<file path="src/rtl/pkg_isa.sv">
// rtl/pkg_isa.sv - shared ISA constants, fetch state encoding and field helpers
package pkg_isa;

  localparam logic [3:0] OP_RTYPE = 4'b1111;
  localparam logic [3:0] OP_ANDI  = 4'b1000;
  localparam logic [3:0] OP_ORI   = 4'b1001;
  localparam logic [3:0] OP_LBU   = 4'b1010;
  localparam logic [3:0] OP_SB    = 4'b1011;
  localparam logic [3:0] OP_LW    = 4'b1100;
  localparam logic [3:0] OP_SW    = 4'b1101;
  localparam logic [3:0] OP_BGT   = 4'b0100;
  localparam logic [3:0] OP_BLT   = 4'b0101;
  localparam logic [3:0] OP_BEQ   = 4'b0110;
  localparam logic [3:0] OP_JUMP  = 4'b0001;
  localparam logic [3:0] OP_HALT  = 4'b0000;
  localparam logic [3:0] OP_NOP   = 4'b0011;

  // R-type function codes carried in the low nibble
  localparam logic [3:0] FN_ADD = 4'b0000;
  localparam logic [3:0] FN_SUB = 4'b0001;
  localparam logic [3:0] FN_AND = 4'b0010;
  localparam logic [3:0] FN_OR  = 4'b0011;
  localparam logic [3:0] FN_SLT = 4'b0100;
  localparam logic [3:0] FN_SLL = 4'b0101;
  localparam logic [3:0] FN_SRL = 4'b0110;

  localparam int OPC_MSB   = 15;
  localparam int OPC_LSB   = 12;
  localparam int FUNCT_MSB = 3;
  localparam int FUNCT_LSB = 0;

  typedef enum logic [1:0] {
    FS_RUN       = 2'd0,
    FS_HALT_PEND = 2'd1,
    FS_HALTED    = 2'd2
  } fetch_state_t;

  function automatic logic [3:0] opcode_of(input logic [15:0] instr);
    return instr[OPC_MSB:OPC_LSB];
  endfunction

  function automatic logic [3:0] funct_of(input logic [15:0] instr);
    return instr[FUNCT_MSB:FUNCT_LSB];
  endfunction

endpackage

</file>
<file path="src/rtl/st1_fetch_unit_if.sv">
// rtl/st1_fetch_unit_if.sv - instruction-memory, redirect and IF/ID bus of the fetch unit
interface st1_fetch_unit_if #(
  parameter int PC_W = 16
);
  logic [PC_W-1:0] imem_addr;
  logic [15:0]     imem_data;
  logic            stall;
  logic            redirect;
  logic [PC_W-1:0] redirect_pc;
  logic [15:0]     if_id_instr;
  logic [PC_W-1:0] if_id_pc2;
  logic            if_id_valid;
  logic            halted;
  logic [15:0]     perf_fetched;
  logic [15:0]     perf_stalls;

  modport master (
    output imem_addr, if_id_instr, if_id_pc2, if_id_valid, halted,
           perf_fetched, perf_stalls,
    input  imem_data, stall, redirect, redirect_pc
  );

  modport slave (
    input  imem_addr, if_id_instr, if_id_pc2, if_id_valid, halted,
           perf_fetched, perf_stalls,
    output imem_data, stall, redirect, redirect_pc
  );
endinterface

</file>
<file path="src/rtl/st1_fetch_unit_if_id.sv">
// rtl/st1_fetch_unit_if_id.sv - IF/ID pipeline register with hold and flush-to-bubble
module st1_if_id_reg #(
  parameter int              PC_W         = 16,
  parameter logic [15:0]     BUBBLE_INSTR = 16'h3000
) (
  input  logic            clk,
  input  logic            rst,
  input  logic            hold,
  input  logic            flush,
  input  logic [15:0]     fetch_instr,
  input  logic [PC_W-1:0] fetch_pc2,
  output logic [15:0]     instr,
  output logic [PC_W-1:0] pc2,
  output logic            valid
);

  // flush beats hold so a redirect during a stall still kills the wrong path
  always_ff @(posedge clk) begin
    if (rst || flush) begin
      instr <= BUBBLE_INSTR;
      pc2   <= '0;
      valid <= 1'b0;
    end else if (!hold) begin
      instr <= fetch_instr;
      pc2   <= fetch_pc2;
      valid <= 1'b1;
    end
  end

endmodule

</file>
<file path="src/rtl/st1_fetch_unit.sv">
// rtl/st1_fetch_unit.sv - stage-1 fetch: PC, halt sequencing, IF/ID; FETCH_PERF_CNT_EN adds perf counters
module st1_fetch_unit
  import pkg_isa::*;
#(
  parameter int              PC_W         = 16,
  parameter logic [PC_W-1:0] RESET_PC     = '0,
  parameter logic [15:0]     BUBBLE_INSTR = 16'h3000,
  parameter int              HALT_SHADOW  = 2
) (
  input  logic             clk,
  input  logic             rst,
  st1_fetch_unit_if.master bus
);

  fetch_state_t    state, state_n;
  logic [2:0]      shadow, shadow_n;
  logic [PC_W-1:0] pc, pc_n, pc_plus2;
  logic            ifid_hold, ifid_flush;
  logic            halted_q;
  logic [15:0]     ifid_instr;
  logic [PC_W-1:0] ifid_pc2;
  logic            ifid_valid;
  logic            is_halt;

  assign pc_plus2      = pc + PC_W'(2);
  assign is_halt       = (opcode_of(bus.imem_data) == OP_HALT);
  assign bus.imem_addr = pc;

  // Priority: redirect > frozen > stall > shadow countdown > normal fetch
  always_comb begin
    state_n    = state;
    shadow_n   = shadow;
    pc_n       = pc;
    ifid_hold  = 1'b0;
    ifid_flush = 1'b0;
    if (bus.redirect && state != FS_HALTED) begin
      pc_n       = bus.redirect_pc & ~PC_W'(1);
      ifid_flush = 1'b1;
      state_n    = FS_RUN;
      shadow_n   = 3'd0;
    end else if (state == FS_HALTED) begin
      ifid_flush = 1'b1;
    end else if (bus.stall) begin
      ifid_hold  = 1'b1;
    end else if (state == FS_HALT_PEND) begin
      ifid_flush = 1'b1;
      shadow_n   = shadow - 3'd1;
      if (shadow == 3'd1) begin
        state_n = FS_HALTED;
      end
    end else if (is_halt) begin
      // halt enters IF/ID but PC stays on it until the shadow expires
      state_n  = FS_HALT_PEND;
      shadow_n = 3'(HALT_SHADOW);
    end else begin
      pc_n = pc_plus2;
    end
  end

  always_ff @(posedge clk) begin
    if (rst) begin
      state    <= FS_RUN;
      shadow   <= 3'd0;
      pc       <= RESET_PC;
      halted_q <= 1'b0;
    end else begin
      state    <= state_n;
      shadow   <= shadow_n;
      pc       <= pc_n;
      halted_q <= (state_n == FS_HALTED);
    end
  end

  st1_if_id_reg #(
    .PC_W         (PC_W),
    .BUBBLE_INSTR (BUBBLE_INSTR)
  ) u_if_id (
    .clk         (clk),
    .rst         (rst),
    .hold        (ifid_hold),
    .flush       (ifid_flush),
    .fetch_instr (bus.imem_data),
    .fetch_pc2   (pc_plus2),
    .instr       (ifid_instr),
    .pc2         (ifid_pc2),
    .valid       (ifid_valid)
  );

  assign bus.if_id_instr = ifid_instr;
  assign bus.if_id_pc2   = ifid_pc2;
  assign bus.if_id_valid = ifid_valid;
  assign bus.halted      = halted_q;

`ifdef FETCH_PERF_CNT_EN
  logic [15:0] fetched_q, stalls_q;
  logic        fetch_load;

  assign fetch_load = !ifid_hold && !ifid_flush;

  always_ff @(posedge clk) begin
    if (rst) begin
      fetched_q <= 16'h0000;
      stalls_q  <= 16'h0000;
    end else begin
      if (fetch_load && fetched_q != 16'hFFFF) begin
        fetched_q <= fetched_q + 16'd1;
      end
      if (ifid_hold && stalls_q != 16'hFFFF) begin
        stalls_q <= stalls_q + 16'd1;
      end
    end
  end

  assign bus.perf_fetched = fetched_q;
  assign bus.perf_stalls  = stalls_q;
`else
  assign bus.perf_fetched = 16'h0000;
  assign bus.perf_stalls  = 16'h0000;
`endif

endmodule

</file>
<file path="src/flat_wrapper.sv">
// flat-port wrapper written by rule: the top's interface ports become plain ports
module st1_fetch_unit_flat import pkg_isa::*;
#(
  parameter int              PC_W         = 16,
  parameter logic [PC_W-1:0] RESET_PC     = '0,
  parameter logic [15:0]     BUBBLE_INSTR = 16'h3000,
  parameter int              HALT_SHADOW  = 2
)
  (clk, rst, bus_imem_addr, bus_if_id_instr, bus_if_id_pc2, bus_if_id_valid, bus_halted, bus_perf_fetched, bus_perf_stalls, bus_imem_data, bus_stall, bus_redirect, bus_redirect_pc);
  st1_fetch_unit_if #(.PC_W(PC_W)) bus_i ();
  input  logic clk;
  input  logic rst;
  output wire logic [$bits(bus_i.imem_addr)-1:0] bus_imem_addr;
  output wire logic [$bits(bus_i.if_id_instr)-1:0] bus_if_id_instr;
  output wire logic [$bits(bus_i.if_id_pc2)-1:0] bus_if_id_pc2;
  output wire logic [$bits(bus_i.if_id_valid)-1:0] bus_if_id_valid;
  output wire logic [$bits(bus_i.halted)-1:0] bus_halted;
  output wire logic [$bits(bus_i.perf_fetched)-1:0] bus_perf_fetched;
  output wire logic [$bits(bus_i.perf_stalls)-1:0] bus_perf_stalls;
  input wire logic [$bits(bus_i.imem_data)-1:0] bus_imem_data;
  input wire logic [$bits(bus_i.stall)-1:0] bus_stall;
  input wire logic [$bits(bus_i.redirect)-1:0] bus_redirect;
  input wire logic [$bits(bus_i.redirect_pc)-1:0] bus_redirect_pc;
  assign bus_imem_addr = bus_i.imem_addr;
  assign bus_if_id_instr = bus_i.if_id_instr;
  assign bus_if_id_pc2 = bus_i.if_id_pc2;
  assign bus_if_id_valid = bus_i.if_id_valid;
  assign bus_halted = bus_i.halted;
  assign bus_perf_fetched = bus_i.perf_fetched;
  assign bus_perf_stalls = bus_i.perf_stalls;
  assign bus_i.imem_data = bus_imem_data;
  assign bus_i.stall = bus_stall;
  assign bus_i.redirect = bus_redirect;
  assign bus_i.redirect_pc = bus_redirect_pc;
  st1_fetch_unit #(.PC_W(PC_W), .RESET_PC(RESET_PC), .BUBBLE_INSTR(BUBBLE_INSTR), .HALT_SHADOW(HALT_SHADOW)) u_core (.clk(clk), .rst(rst), .bus(bus_i));
endmodule
</file>
<file path="config.mk">
export PLATFORM = sky130hd
export DESIGN_NAME = st1_fetch_unit_flat
export DESIGN_NICKNAME = d
export VERILOG_FILES = /design/src/rtl/pkg_isa.sv /design/src/rtl/st1_fetch_unit_if.sv /design/src/rtl/st1_fetch_unit_if_id.sv /design/src/rtl/st1_fetch_unit.sv /design/src/flat_wrapper.sv
export SDC_FILE = /design/constraint.sdc
export NUM_CORES = 1
export LEC_CHECK = 0
export BUFFER_PORTS_ARGS = -buffer_cell sky130_fd_sc_hd__buf_2
export CAP_MARGIN = 0
export CORE_ASPECT_RATIO = 0.9
export CORE_MARGIN = 2
export CORE_UTILIZATION = 51
export DETAILED_ROUTE_END_ITERATION = 7
export GPL_TIMING_DRIVEN = 0
export MAX_ROUTING_LAYER = met4
export PLACE_DENSITY = 0.85
export SYNTH_ARGS = -nofsm -noshare
export SYNTH_HDL_FRONTEND = slang
export SYNTH_SLANG_ARGS = --single-unit
</file>
<file path="constraint.sdc">
create_clock -name clk -period 5 [get_ports clk]
set_input_delay 0.25 -clock clk [delete_from_list [all_inputs] [get_ports clk]]
set_output_delay 0.25 -clock clk [all_outputs]
set_load 0.005 [all_outputs]
</file>
==> results of run 1 <==
[synthesized netlist by cell type, types with 2 or more instances]
cell	number
nand2b_1	3
nor4_1	4
clkbuf_1	9
nand3_1	9
nor3_1	9
and2_1	2
nor2_1	27
or4_4	2
nand4_1	5
and3_1	3
ha_1	3
dfxtp_1	53
a22oi_1	2
nand3b_1	2
a22o_1	3
inv_1	6
a21oi_1	24
a221o_1	3
buf_4	37
xnor2_1	7
nor3b_1	2
nand2_1	45
a211oi_1	12
a2bb2oi_1	2
buf_2	9
a211oi_2	2
nor2b_1	2
o21ai_0	6
o22ai_1	2
xor2_1	8
[kinds of logic after synthesis]
logic type,synth area share [%]
DFF,38.7
muxes,0.411
xor gates and xnor gates,4.79
and+or+nand+nor,22.4
other,0.137
buffers and inverters,14.0
adders and majority gates,1.37
AOI/OAI and AO/OA,18.2
[area by class of cell]
type	instances	area share, %
Buffer	55	10.3
Sequential cell	53	30.6
Clock buffer	6	2.09
Timing Repair Buffer	81	11.7
Clock inverter	2	1.12
Inverter	7	0.758
Multi-Input combinational cell	247	41.0
Tap cell	67	2.42
[how the worst max path moves through the flow]
| stage | startpoint | to | slack (ns) |
|---|---|---|---|
| after global routing | u_core.bus.imem_addr[1]$_SDFFE_PP0P_ | u_core.bus.imem_addr[13]$_SDFFE_PP0P_ | 2.82 |
| after CTS | u_core.bus.imem_addr[1]$_SDFFE_PP0P_ | u_core.bus.imem_addr[13]$_SDFFE_PP0P_ | 2.93 |
| after detailed placement | u_core.bus.imem_addr[1]$_SDFFE_PP0P_ | u_core.bus.imem_addr[13]$_SDFFE_PP0P_ | 2.97 |
| after floorplan | u_core.bus.imem_addr[1]$_SDFFE_PP0P_ | u_core.bus.imem_addr[13]$_SDFFE_PP0P_ | 3.11 |
| after global placement | u_core.bus.imem_addr[1]$_SDFFE_PP0P_ | u_core.bus.imem_addr[13]$_SDFFE_PP0P_ | 2.98 |
| final | u_core.bus.imem_addr[1]$_SDFFE_PP0P_ | u_core.bus.imem_addr[13]$_SDFFE_PP0P_ | 2.89 |
[critical path, cell delays in order (launching register included)]
cell	delay, ns
dfxtp_1	0.46
ha_1	0.34
inv_1	0.14
or4_4	0.57
a22o_1	0.21
a221o_1	0.28
[state kept, by name, summed over array words and instances (netlist names)]
name	count
u_core.u_if_id.instr	16
u_core.shadow	3
u_core.u_if_id.pc2	15
u_core.bus.imem_addr	15
u_core.bus.halted	1
u_core.state	2
u_core.u_if_id.valid	1
[power by group]
group	leakage, uW	switching, uW	internal [uW]	total (uW)
combinational	0.00117	81.0	72.4	153
clock	0.0000554	143	150	293
sequential	0.000434	16.1	441	458
[routing by layer]
metal | up-vias | routed length, um | global-route usage (%)
li1 | 1335 | - | -
met1 | 1203 | 2980 | 30.8
met2 | 121 | 3250 | 37.0
met3 | 21 | 561 | 4.05
met4 | 0 | 184 | 9.79
met5 | - | 0 | -
[through the flow]
stage,power [uW],cells,setup slack (ns),instance area [um2]
2_1_floorplan,563,362,3.11,2870
3_5_place_dp,617,510,2.97,3350
6_report,905,518,2.89,3470
4_1_cts,906,518,2.93,3470
3_3_place_gp,613,510,2.98,3350
5_1_grt,943,518,2.82,3470
==> flow_summary.yaml, run 1 <==
synth:
  synth_warnings: 0
  synthCells: 329
  synth_top_cells_by_area: "dfxtp_1 (39%), buf_4 (10%), nand2_1 (6.2%)"
  syn_area_um2: 2740
  synth_cell_types: 56
  async_flop_share_pct: 0
  yosys.area.top_type_share_pct: 38.7
  yosysTopAreaCell: "dfxtp_1"
  synth_edf_count: 0
  ys_seq_area_share_pct: 38.7
  yosys_most_used_dff: "dfxtp_1"
  synth_seq_cells: 53
  avgSynthCellArea_um2: 8.33
layout:
  n_antenna_cell: 0
  layout_commonest_cell: "buf_2"
  multi_input_area_um2: 1420
  n_fill_cell: 439
  final_cell_mix: "buf_2 (90), dfxtp_1 (53), nand2_1 (45), buf_4 (37), conb_1 (34)"
  syn_to_final_growth_pct: 26.4
  final_util_pct: 66.3
  final_nets: 489
  drive_above_1_share_pct: 32.2
  register_area_um2: 1060
routing:
  drt_pass1_iterations: 4
  ant_nets: 0
  routed_wl_mm: 6.97
  via_per_inst: 5.17
  wl_per_cell_um: 13.5
  routed-via-count: 2680
  drc: 0
  drt_iter0_drc: 213
timing:
  post-route-min-period_ns: 2.11
  setup_viol: 0
  hold_viol: 0
  rsz0062_at_grt: "false"
  whs_ns: 0.162
  fmax_mhz: 473
  min_period_over_period_pct: 42.3
  fin_worst_skew_ns: 0.00633
  max_slew.worst_pin.slew_ns: 0.926
  slew_headroom_pct: 37.7
  fin_tns_setup_ns: 0
  drv_slew: 0
floorplan:
  io_pins: 118
  core_um2: 5220
  die_h_um: 73.6
  die_w_um: 81.3
  fp-row-count: 25
  initial_core_util_pct: 52.5
  dieArea_um2: 5980
status:
  status: "finished, final reports clean"
clock_network:
  cts-buffers-inserted: 5
  cts_max_path_buffers: 2
  clkLatencyLatePin_ns: 0.31
  cts.sinks: 53
  cts_tree: "built"
  cts_root_buf: "clkbuf_8"
  ctsHoldBuffers: 0
  cts_setup_buffers: 0
  cts.clk_slew.worst_paths_ns: 0.10
  post_cts_resized: 0
  htree_levels: 2
setup_path:
  cp.required_ns: 5.20
  r2r-start: "u_core.bus.imem_addr[1]$_SDFFE_PP0P_"
  cp_data_arrival_time_ns: 2.31
  cp-start-kind: "flop"
  r2r_slack_ns: 2.89
  worst-path-max-fanout: 7
  critical_path_class: "flop to flop"
  worstReg2RegEnd: "u_core.bus.imem_addr[13]$_SDFFE_PP0P_"
  setup.worst_path.end_class: "flop"
  r2r_cells: 5
power_and_ir_drop:
  max-vdd-ir-drop_uv: 164
  power.density_nw_per_um2: 261
  leakage_uw: 0.00166
grt:
  grt_pass1_vias: 2308
  grt_max_degree: 17
  gr-total-overflow: 0
  antenna_found_initial: 0
  track_usage_pct: 23.8
  grt_pass1_wl_mm: 10.8
placed_design:
  hpwl_mm: 5.33
  port_buffers: 81
  place_congestion: 0.899
worst_hold_path:
  whs_endpoint: "u_core.bus.imem_addr[15]$_SDFFE_PP0P_"
  hp-class: "input pin to flop"
  hold_depth: 3
  min-delay-start: "bus_redirect_pc[15]"
flow_run:
  max-cap-violations: 0
(Power assumes the default switching activity.)
==> run 2, diff against run 1 <==
- ABC_AREA: unset -> 1
- CORE_UTILIZATION: 51 -> 43
- PLACE_DENSITY: 0.85 -> 0.76
- clock period: 5 -> 1.8 ns (I/O delays scaled with it)
==> run 2 against run 1 <==
Synthesized cell count rose by 23%; critical path type unchanged; maximum frequency rose by 26%; count of clock-buffer cells in the layout fell by 1.
==> flow_summary.yaml, run 2 <==
floorplan:
  initial_core_util_pct: 45.2
  core_um2: 6220
  die_h_um: 80.7
  dieArea_um2: 7190
  io_pins: 118
  fp-row-count: 27
  die_w_um: 89.2
setup_path:
  cp_data_arrival_time_ns: 1.87
  cp.required_ns: 2.00
  critical_path_class: "flop to flop"
  setup.worst_path.end_class: "flop"
  r2r_cells: 8
  worst-path-max-fanout: 6
  r2r_slack_ns: 0.12
  cp-start-kind: "flop"
placed_design:
  place_congestion: 0.884
  port_buffers: 82
  pre_cts_slack_ns: 0.145
  hpwl_mm: 5.74
  dpl_cell_area_um2: 3450
  place_inst: 606
clock_network:
  cts_tree: "built"
  cts.clk_slew.worst_paths_ns: 0.11
  clkLatencyLatePin_ns: 0.32
  htree_levels: 2
  cts.sinks: 53
  cts_max_path_buffers: 2
  post_cts_resized: 0
  cts_setup_buffers: 0
  cts_root_buf: "clkbuf_8"
  cts-buffers-inserted: 5
grt:
  track_usage_pct: 21.4
  gr-total-overflow: 0
  antenna_found_initial: 0
  grt_pass1_wl_mm: 11.8
  grt_max_degree: 19
  grt_pass1_vias: 2604
synth:
  synth_common_cells: "nand2_1 (109), dfxtp_1 (53), nor2_1 (46)"
  synth_warnings: 0
  syn_area_um2: 2810
  ys_seq_area_share_pct: 37.8
  synth_edf_count: 0
  yosysTopAreaCell: "dfxtp_1"
  synth_seq_cells: 53
  synthCells: 404
  avgSynthCellArea_um2: 6.95
  yosysMostFrequentCell: "nand2_1"
  synth_cell_types: 34
  yosys_most_used_dff: "dfxtp_1"
  async_flop_share_pct: 0
  synth_top_cells_by_area: "dfxtp_1 (38%), nand2_1 (15%), buf_4 (9.4%)"
  yosys.area.top_type_share_pct: 37.8
routing:
  ant_nets: 0
  drt_iter0_drc: 143
  drt_pass1_iterations: 5
  routed-via-count: 2836
  drc: 0
  wl_per_cell_um: 11.9
  via_per_inst: 4.60
  routed_wl_mm: 7.37
layout:
  final_nets: 568
  fin_cells: 617
  post-route-cell-area_um2: 3570
  largest_reg_flops: 16
  regMostFlops: "u_core.u_if_id.instr"
  drive_above_1_share_pct: 29.2
  final_util_pct: 57.5
  layout_commonest_cell: "nand2_1"
  syn_to_final_growth_pct: 27.3
  n_antenna_cell: 0
  final_cell_mix: "nand2_1 (109), buf_2 (90), dfxtp_1 (53), nor2_1 (46), buf_4 (35)"
power_and_ir_drop:
  power.density_nw_per_um2: 682
  max-vdd-ir-drop_uv: 541
  leakage_uw: 0.00192
timing:
  min_period_over_period_pct: 93.1
  drv_slew: 0
  setup_viol: 0
  rsz0062_at_grt: "true"
  fmax_mhz: 597
  hold_viol: 0
  slew_headroom_pct: 65.2
  timing.final.ws_setup_ns: 0.124
  post-route-min-period_ns: 1.68
  fin_worst_skew_ns: 0.00537
  fin_tns_setup_ns: 0
  max_slew.worst_pin.slew_ns: 0.522
flow_run:
  max-cap-violations: 0
worst_hold_path:
  hold_depth: 3
  hp-class: "input pin to flop"
status:
  status: "finished, final reports clean"
-- run 2: changes by cell type in the layout (fill, tap and decap cells not counted), sizes merged, moves of 13 or more --
cell    change
inv        +33
nand2      +67
a211oi     -13
nand3      +25
nor2       +22
-- run 2: through the flow --
step                power, uW  hold WS [ns]
finish                   2440        0.0137
CTS                      2450       0.00775
global route             2560       0.00227
detailed placement       1730         0.328
global placement         1720         0.321
floorplan                1570         0.217
-- run 2: final timing paths --
check,from,to
hold / removal,bus_imem_data[9],u_core.u_if_id.instr[9]$_SDFFE_PP0N_
hold reg to reg,u_core.u_if_id.instr[1]$_SDFFE_PP0N_,u_core.u_if_id.instr[1]$_SDFFE_PP0N_
setup reg to reg,u_core.bus.imem_addr[1]$_SDFFE_PP0P_,u_core.bus.imem_addr[9]$_SDFFE_PP0P_
setup / recovery,u_core.bus.imem_addr[1]$_SDFFE_PP0P_,u_core.bus.imem_addr[9]$_SDFFE_PP0P_
-- run 2: cells by family after synthesis --
| kind of cell | count (synthesis) | share of synthesized area (%) |
|---|---|---|
| buf+inv | 83 | 16.4 |
| flops | 53 | 37.8 |
| fa+ha+maj | 3 | 1.34 |
| simple gates | 206 | 32.1 |
| xor+xnor | 4 | 1.25 |
| compound gates | 53 | 10.6 |
| mux | 1 | 0.357 |
| other cells | 1 | 0.134 |
-- run 2: routing by layer --
layer  wire length (um)  vias up  global-route usage (%)  part of all wire, %
met5                  0        -                       -                    0
met4                 63        0                    3.13                 0.86
met3                459       12                    4.93                  6.2
met2               3440       97                    35.1                   47
met1               3400     1255                    27.5                   46
li1                   -     1472                       -                    -
-- run 2: power by group --
group          total (uW)  internal, uW  switching [uW]
Sequential           1280          1230            52.7
Combinational         435           198             237
Clock                 722           282             440
-- run 2: critical path, stage by stage (launching register included) --
cell and delay, ns:
dfxtp_1 0.43, ha_1 0.22, nand2_1 0.10, nor2_1 0.35, nand3_1 0.13, nand2_1 0.13, nor2_1 0.06, nor2_1 0.10
nor2_1 0.04
-- run 2: final cells by class --
type	count	area, um2
fill	643	2640
sequential	53	1060
multi-input combinational	301	1410
buffer	45	318
clock inverter	3	25.0
timing repair buffer	85	440
inverter	38	143
clock buffer	5	68.8
tap	87	109
-- run 2: what timing repair did --
action / in CTS / in global routing
setup endpoints to repair: 0 / 10
endpoints found under the hold margin: 2 / 1
hold buffers: 2 / 1
